$ cat config.mk
export PLATFORM = sky130hd
export DESIGN_NAME = mips_inst_encoder
export DESIGN_NICKNAME = d
export VERILOG_FILES = /design/src/rtl/mips_inst_encoder.sv
export SDC_FILE = /design/constraint.sdc
export NUM_CORES = 1
export LEC_CHECK = 0
export ABC_AREA = 1
export BUFFER_PORTS_ARGS = -buffer_cell sky130_fd_sc_hd__buf_4
export CORE_UTILIZATION = 45
export DETAILED_ROUTE_END_ITERATION = 12
export GPL_TIMING_DRIVEN = 0
export PLACE_DENSITY = 0.71
export SYNTH_ARGS = -nofsm -noshare
export SYNTH_HDL_FRONTEND = slang
export SYNTH_SLANG_ARGS = --single-unit
$ cat constraint.sdc
create_clock -name clock -period 1.9 [get_ports clock]
set_clock_uncertainty 0.2 [all_clocks]
set_input_delay 0.19 -clock clock [delete_from_list [all_inputs] [get_ports clock]]
set_output_delay 0.19 -clock clock [all_outputs]
set_load 0.02 [all_outputs]
$ cat src/rtl/mips_inst_encoder.sv
// Mini-assembler: packs symbolic MIPS instructions into 32-bit words and writes them
// sequentially to instruction memory. Optional rotating-XOR checksum: ENCODER_CHECKSUM_EN.
module mips_inst_encoder #(
    parameter int ADDR_W = 8,
    parameter int DEPTH  = 256
) (
    input  logic              clock,
    input  logic              reset,
    input  logic              start,
    input  logic [ADDR_W-1:0] base_addr,
    input  logic              in_valid,
    output logic              in_ready,
    input  logic [4:0]        in_mnem,
    input  logic [4:0]        in_rs,
    input  logic [4:0]        in_rt,
    input  logic [4:0]        in_rd,
    input  logic [4:0]        in_sa,
    input  logic [15:0]       in_imm,
    input  logic [25:0]       in_target,
    output logic              imem_we,
    output logic [ADDR_W-1:0] imem_addr,
    output logic [31:0]       imem_wdata,
    input  logic              imem_ack,
    output logic [ADDR_W:0]   count,
    output logic              full,
    output logic              err,
    output logic [31:0]       checksum
);

    typedef enum logic [1:0] {
        S_IDLE  = 2'd0,
        S_WRITE = 2'd1,
        S_FULL  = 2'd2
    } state_t;

    state_t            r_state;
    state_t            w_state_next;
    logic              r_in_ready;
    logic              r_we;
    logic              r_err;
    logic              r_full;
    logic [ADDR_W-1:0] r_ptr;
    logic [ADDR_W-1:0] r_addr;
    logic [31:0]       r_wdata;
    logic [ADDR_W:0]   r_count;

    logic              w_start_ok;
    logic              w_accept;
    logic              w_legal;
    logic              w_ack_done;
    logic [ADDR_W:0]   w_count_inc;
    logic [31:0]       w_word;

    // start wins over a simultaneous request; it is ignored while a write is in flight
    assign w_start_ok  = start && (r_state != S_WRITE);
    assign w_accept    = in_valid && r_in_ready && (r_state == S_IDLE) && !w_start_ok;
    assign w_legal     = (in_mnem <= 5'd22);
    assign w_ack_done  = (r_state == S_WRITE) && imem_ack;
    assign w_count_inc = r_count + 1'b1;

    // Field packing; fields a format does not use are left at zero
    always_comb begin
        w_word = 32'd0;
        case (in_mnem)
            5'd0:  w_word = {6'b000000, in_rs, in_rt, in_rd, 5'd0, 6'b100000};
            5'd1:  w_word = {6'b000000, in_rs, in_rt, in_rd, 5'd0, 6'b100010};
            5'd2:  w_word = {6'b000000, in_rs, in_rt, in_rd, 5'd0, 6'b100100};
            5'd3:  w_word = {6'b000000, in_rs, in_rt, in_rd, 5'd0, 6'b100101};
            5'd4:  w_word = {6'b000000, in_rs, in_rt, in_rd, 5'd0, 6'b100110};
            5'd5:  w_word = {6'b000000, 5'd0, in_rt, in_rd, in_sa, 6'b000000};
            5'd6:  w_word = {6'b000000, 5'd0, in_rt, in_rd, in_sa, 6'b000010};
            5'd7:  w_word = {6'b000000, 5'd0, in_rt, in_rd, in_sa, 6'b000011};
            5'd8:  w_word = {6'b000000, in_rs, 15'd0, 6'b001000};
            5'd9:  w_word = {6'b000000, in_rs, in_rt, in_rd, 5'd0, 6'b000100};
            5'd10: w_word = {6'b000000, in_rs, in_rt, in_rd, 5'd0, 6'b000110};
            5'd11: w_word = {6'b000000, in_rs, in_rt, in_rd, 5'd0, 6'b000111};
            5'd12: w_word = {6'b001000, in_rs, in_rt, in_imm};
            5'd13: w_word = {6'b001100, in_rs, in_rt, in_imm};
            5'd14: w_word = {6'b001101, in_rs, in_rt, in_imm};
            5'd15: w_word = {6'b001110, in_rs, in_rt, in_imm};
            5'd16: w_word = {6'b100011, in_rs, in_rt, in_imm};
            5'd17: w_word = {6'b101011, in_rs, in_rt, in_imm};
            5'd18: w_word = {6'b000100, in_rs, in_rt, in_imm};
            5'd19: w_word = {6'b000101, in_rs, in_rt, in_imm};
            5'd20: w_word = {6'b001111, 5'd0, in_rt, in_imm};
            5'd21: w_word = {6'b000010, in_target};
            5'd22: w_word = {6'b000011, in_target};
            default: w_word = 32'd0;
        endcase
    end

    always_comb begin
        w_state_next = r_state;
        case (r_state)
            S_IDLE: begin
                if (w_accept && w_legal)
                    w_state_next = S_WRITE;
            end
            S_WRITE: begin
                if (imem_ack)
                    w_state_next = (w_count_inc == (ADDR_W+1)'(DEPTH)) ? S_FULL : S_IDLE;
            end
            S_FULL: begin
                if (w_start_ok)
                    w_state_next = S_IDLE;
            end
            default: w_state_next = S_IDLE;
        endcase
    end

    // Handshake outputs are registered copies of the next state
    always_ff @(posedge clock) begin
        if (reset) begin
            r_state    <= S_IDLE;
            r_in_ready <= 1'b0;
            r_we       <= 1'b0;
            r_err      <= 1'b0;
            r_full     <= 1'b0;
            r_ptr      <= '0;
            r_addr     <= '0;
            r_wdata    <= 32'd0;
            r_count    <= '0;
        end else begin
            r_state    <= w_state_next;
            r_in_ready <= (w_state_next == S_IDLE);
            r_we       <= (w_state_next == S_WRITE);
            r_err      <= w_accept && !w_legal;
            r_full     <= (w_state_next == S_FULL);
            if (w_start_ok) begin
                r_ptr   <= base_addr;
                r_count <= '0;
            end else if (w_ack_done) begin
                r_ptr   <= r_ptr + 1'b1;
                r_count <= w_count_inc;
            end
            if (w_accept && w_legal) begin
                r_addr  <= r_ptr;
                r_wdata <= w_word;
            end
        end
    end

    assign in_ready   = r_in_ready;
    assign imem_we    = r_we;
    assign imem_addr  = r_addr;
    assign imem_wdata = r_wdata;
    assign count      = r_count;
    assign full       = r_full;
    assign err        = r_err;

`ifdef ENCODER_CHECKSUM_EN
    logic [31:0] r_checksum;

    always_ff @(posedge clock) begin
        if (reset)
            r_checksum <= 32'd0;
        else if (w_start_ok)
            r_checksum <= 32'd0;
        else if (w_ack_done)
            r_checksum <= {r_checksum[30:0], r_checksum[31]} ^ r_wdata;
    end

    assign checksum = r_checksum;
`else
    assign checksum = 32'd0;
`endif

endmodule

; ---- Yosys cells after proc, flatten, opt, wreduce, memory -nomap -nowiden
; Index checks and enable logic that the tools add are counted.
[op_classes]
n_addsub = 2
n_lt_le_gt_ge = 1
eq_ne = 28
n_mux = 8
n_reduce_logical = 14
[op_table]
columns = op, n
row1 = one-hot mux 32 bit (23 select lines), 1
row2 = == test 5 x 4 -> 1 bit (second input constant), 8
row3 = == test 5 bit (second input constant), 7
row4 = == test 5 x 3 -> 1 bit (second input constant), 4
row5 = 2-to-1 mux 8 bit, 2
row6 = == test 5 x 2 -> 1 bit (second input constant), 2
row7 = adder 9 x 1 -> 9 bit (second input constant), 1
row8 = == test 9 bit (second input constant), 1
row9 = adder 8 x 1 -> 8 bit (second input constant), 1
row10 = 2-to-1 mux 2 bit, 4
row11 = logical AND 1 bit, 7
row12 = one-hot mux 2 bit (3 select lines), 1
row13 = == test 5 x 1 -> 1 bit (second input constant), 1
row14 = less-or-equal comparator 5 bit (second input constant), 1
row15 = logical NOT 5 bit, 1
row16 = == test 2 x 1 -> 1 bit (second input constant), 2
row17 = == test 2 bit (second input constant), 2
row18 = logical NOT 2 bit, 2
row19 = logical NOT 1 bit, 2
row20 = inequality test 2 x 1 -> 1 bit (second input constant), 1
row21 = nonzero test 2 bit, 1
row22 = OR reduction 2 bit, 1
[totals]
ff_bits = 63
output_inout_bits = 85

; ---- Logic depth before layout (Yosys ltp)
[depth]
depth_word = 8
mapped_depth = 12
depth_no_buf = 12

; ---- Worst setup path after synthesis
; OpenSTA, ideal clock, no wires.
[synth_path]
path_type = reg-to-reg
start = reg r_count[0], in the netlist count[0]
end = reg r_full, in the netlist full
setup_time_ns = 0.128
arrival_ns = 1.482
required_time_ns = 1.572
setup_slack_ns = 0.091
stages_incl_launch_ff = 10
n_path_buf = 0
period_less_slack_ns = 1.809
cell_sequence = dfxtp_1 -> ha_1 -> nand3_1 -> nor2_1 -> xor2_1 -> nor2_1 -> nand3_1 -> nand2_1 -> nand2_1 -> nor2_1
[synth_via]
elab_chain_len = 6
[synth_rtl]
columns = element, line
row1 = from (decl), 45  ; logic [ADDR_W:0] r_count;
row2 = from (signal assigned), 134  ; r_count <= w_count_inc;
row3 = adder 9 x 1 -> 9 bit, 59  ; assign w_count_inc = r_count + 1'b1;
row4 = == test 9 bit, 101  ; w_state_next = (w_count_inc == (ADDR_W+1)'(DEPTH)) ? S_FULL : S_IDLE;
row5 = 2-to-1 mux 2 bit, 101
row6 = 2-to-1 mux 2 bit, 100  ; if (imem_ack)
row7 = one-hot mux 2 bit (3 select lines), 94  ; case (r_state)
row8 = == test 2 bit, 128  ; r_full <= (w_state_next == S_FULL);
row9 = to (signal assigned), 128
row10 = to (decl), 41  ; logic r_full;
; No other way between the ends.
; A chain may end at the register's enable or synchronous reset.

; ---- Final worst setup path
; Ends and elaborated chain as after synthesis.

==> reports/metrics.csv <==
stage,metric,value,unit
cts,clock-pin slew on the worst setup and hold paths,0.07,ns
routing,Vias,5434,
floorplan,vertical die dimension,102,um
layout,share of layout cells above drive strength 1,23.7,%
layout,Non-Filler Instances,1077,
floorplan,width of the chip,102,um
power,Pwr per Cell Area,525,nW/um2
timing,Least-Margin Pin Slew,0.670,ns
global_route,maximum number of pins on one net before global-route repair,11,
yosys,number of flip-flops and latches in the synthesized netlist,62,
yosys,number of cells produced by synthesis,754,
worst_hold_path,path class of the lowest-slack min-delay path,primary input to register,
routing,vias per cell,5.05,
layout,number of fill cells,959,
power,static leakage power,0.00307,uW
timing,Final Critical Period,1.78,ns
timing,headroom to the max-slew limit,55.0,%
worst_setup_path,arrival time worst endpoint,1.85,ns
layout,Post-layout nets,1022,
global_route,combined global-route utilization of all metal layers,27.6,%
yosys,post-synth design cell area,4470,um2
placement,number of buffers inserted by port buffering,124,
routing,average detailed-routed wire length per instance,13.3,um
floorplan,die area,10300,um2
cts,clock latency on the worst-skew pair,0.34,ns
yosys,number of unique standard cell types used by synthesis,36,
floorplan,Core Area,9680,um2
global_route,first-pass GRT wire length,22.6,mm
global_route,number of global-route vias before repair,4791,
worst_setup_path,startpoint of the worst register-to-register path,count[0],
placement,post-placement cell count,1043,
timing,final critical-path setup slack,0.117,ns
cts,cell chosen for the clock root,clkbuf_8,
yosys,fraction of synthesis flops using an asynchronous set or reset pin,0,%
yosys,cell with the most instances after synthesis,nand2_1,
timing,final clock period utilization by the worst path,93.8,%
floorplan,Cell Rows,36,
routing,count of antenna-violating nets left after detailed routing,0,
worst_hold_path,Hold Crit Start,base_addr[6],
yosys,cell type with the largest total area after synthesis,dfxtp_1,
worst_hold_path,hold-critical path endpoint,r_ptr[6],
layout,area growth from synthesis to final layout,35.5,%
worst_setup_path,worst-path maximum fanout,5,
layout,utilization after layout,62.5,%
placement,routability congestion estimate,0.947,
worst_hold_path,Worst Hold Depth,3,
routing,violation count after the first detailed-routing iteration,307,
routing,Pre-antenna DRT Iters,5,
floorplan,starting density of the core,46.1,%
timing,unrepaired setup endpoints after global routing,true,
floorplan,boundary pin count,165,
cts,CTS sink cnt,62,
routing,total wire length,14.4,mm
yosys,ranking of synthesized cells by area,"dfxtp_1 28%, nand2_1 21%, nand3_1 7.7%, nor2_1 7.1%, buf_4 6.4%",
worst_setup_path,critical path data required time,1.97,ns
run,max-cap violation count,0,
worst_setup_path,flop2flop setup slack,0.12,ns
worst_setup_path,kind of launch point of the worst setup path,register,
yosys,share of synthesized area occupied by flip-flops and latches,27.8,%
run_status,run status,"finished, final reports clean",
worst_setup_path,number of cells traversed by the worst register-to-register path,10,
timing,Final setup violation count,0,
placement,post-DP HPWL,11.0,mm
cts,maximum buffer depth of the clock tree,2,
power,total power,3180,uW
yosys,post-synthesis area per instance,5.93,um2
timing,Hold Fails Final Rpt,0,
layout,ANT cells,0,
yosys,area share of the leading cell type in the synthesized netlist,27.8,%
worst_setup_path,Worst R2R End,full,
yosys,primary flip-flop cell chosen by synthesis mapping,dfxtp_1,
cts,CTS H-Tree Depth,3,
cts,number of buffers inserted during clock tree synthesis,9,
layout,area occupied by multi-input gates,2720,um2
power,largest vdd supply drop,0.000497,V
yosys,number of synthesized flops with an enable pin,0,
yosys,synth warn,0,
routing,number of DRC violations after detailed routing,0,
worst_setup_path,Critical Path Sink Type,register,
cts,TritonCTS clock tree,yes,
global_route,number of antenna violations at the first check in global routing,0,
worst_setup_path,type of the setup path with the least slack,register to register,
worst_setup_path,launching instance or port of the critical path,count[0],
placement,setup slack after placement,-0.159,ns
timing,top achievable clock speed,561,MHz
global_route,final global-route overflow total,0,
layout,sequential cell area,1240,um2
yosys,most used standard cells in the synthesized netlist,"248 x nand2_1, 84 x nor2_1, 69 x nand3_1",
timing,max-slew violations,0,
[power breakdown]
group          switching (uW)  internal [uW]
combinational             480            323
sequential               26.2           1340
clock                     507            503
[how the worst max path moves through the flow]
stage / slack, ns / endpoint
floorplan: 0.09 / full
global placement: -0.11 / imem_wdata[11]
detailed placement: -0.16 / imem_wdata[12]
CTS: 0.006 / full
global route: -0.02 / full
finish: 0.12 / full
[worst max-delay path, cell delays in order (launching register included)]
cell	delay [ns]
dfxtp_2	0.38
ha_1	0.19
nand3_1	0.14
xor2_1	0.19
nor2_1	0.09
nand2_1	0.06
nor2_1	0.10
nand3_1	0.09
nand2_1	0.08
nand2_1	0.06
nor2_1	0.11
[metal layers]
layer  up-vias  global-route usage, %  part of all wire, %
met5         -                      0                    0
met4         0                   5.91                  1.4
met3        19                   6.49                  8.2
met2       226                   49.9                   48
met1      2438                   33.0                   42
li1       2751                      -                    -
[cell type report]
class | count | area share, %
clock inverters | 4 | 0.372
plain buffers | 71 | 7.19
flip-flops and latches | 62 | 20.5
multi-input cells | 598 | 45.0
clock buffers | 12 | 2.40
inverters | 55 | 3.49
repair buffers | 142 | 18.3
well taps | 133 | 2.75
[state kept, by name (all words and copies together), names as in the netlist]
name        cells
imem_wdata     31
r_state         2
full            1
in_ready        1
imem_addr       8
err             1
r_ptr           8
imem_we         1
count           9
[layout by cell type, fill, tap and decap left out, types with 23 or more instances in the layout]
master / n
a21oi_1: 55
buf_4: 164
conb_1: 33
dfxtp_1: 60
inv_1: 50
nand2_1: 246
nand3_1: 69
nand4_1: 31
nor2_1: 82
o21ai_0: 23
[stage by stage]
| stage | TNS, ns | instance area, um2 | hold slack, ns |
|---|---|---|---|
| 2_1_floorplan | 0 | 4590 | 0.145 |
| 3_3_place_gp | -1.57 | 5690 | 0.244 |
| 3_5_place_dp | -2.71 | 5690 | 0.254 |
| 4_1_cts | 0 | 6020 | 0.000570 |
| 5_1_grt | -0.0167 | 6050 | 0.0201 |
| 6_report | 0 | 6050 | 0.00707 |
[what timing repair did]
action,in CTS,in global routing
cloned,0,0
endpoints found under the setup margin,18,38
setup buffers,0,2
pin swaps,0,1
hold buffers,16,0
gates resized for setup,1,11
hold endpoints to repair,12,0
[cell families (layout without fill, tap and decap cells)]
| family | Yosys count | after routing | share of synthesized area, % |
|---|---|---|---|
| xor+xnor | 6 | 6 | 1.18 |
| other cells | 1 | 33 | 0.0839 |
| fa+ha+maj | 3 | 3 | 0.840 |
| simple gates | 462 | 462 | 44.6 |
| flops | 62 | 62 | 27.8 |
| buf+inv | 126 | 284 | 14.3 |
| compound gates | 94 | 94 | 11.2 |
Note: power is estimated with default switching activity, not from simulation.
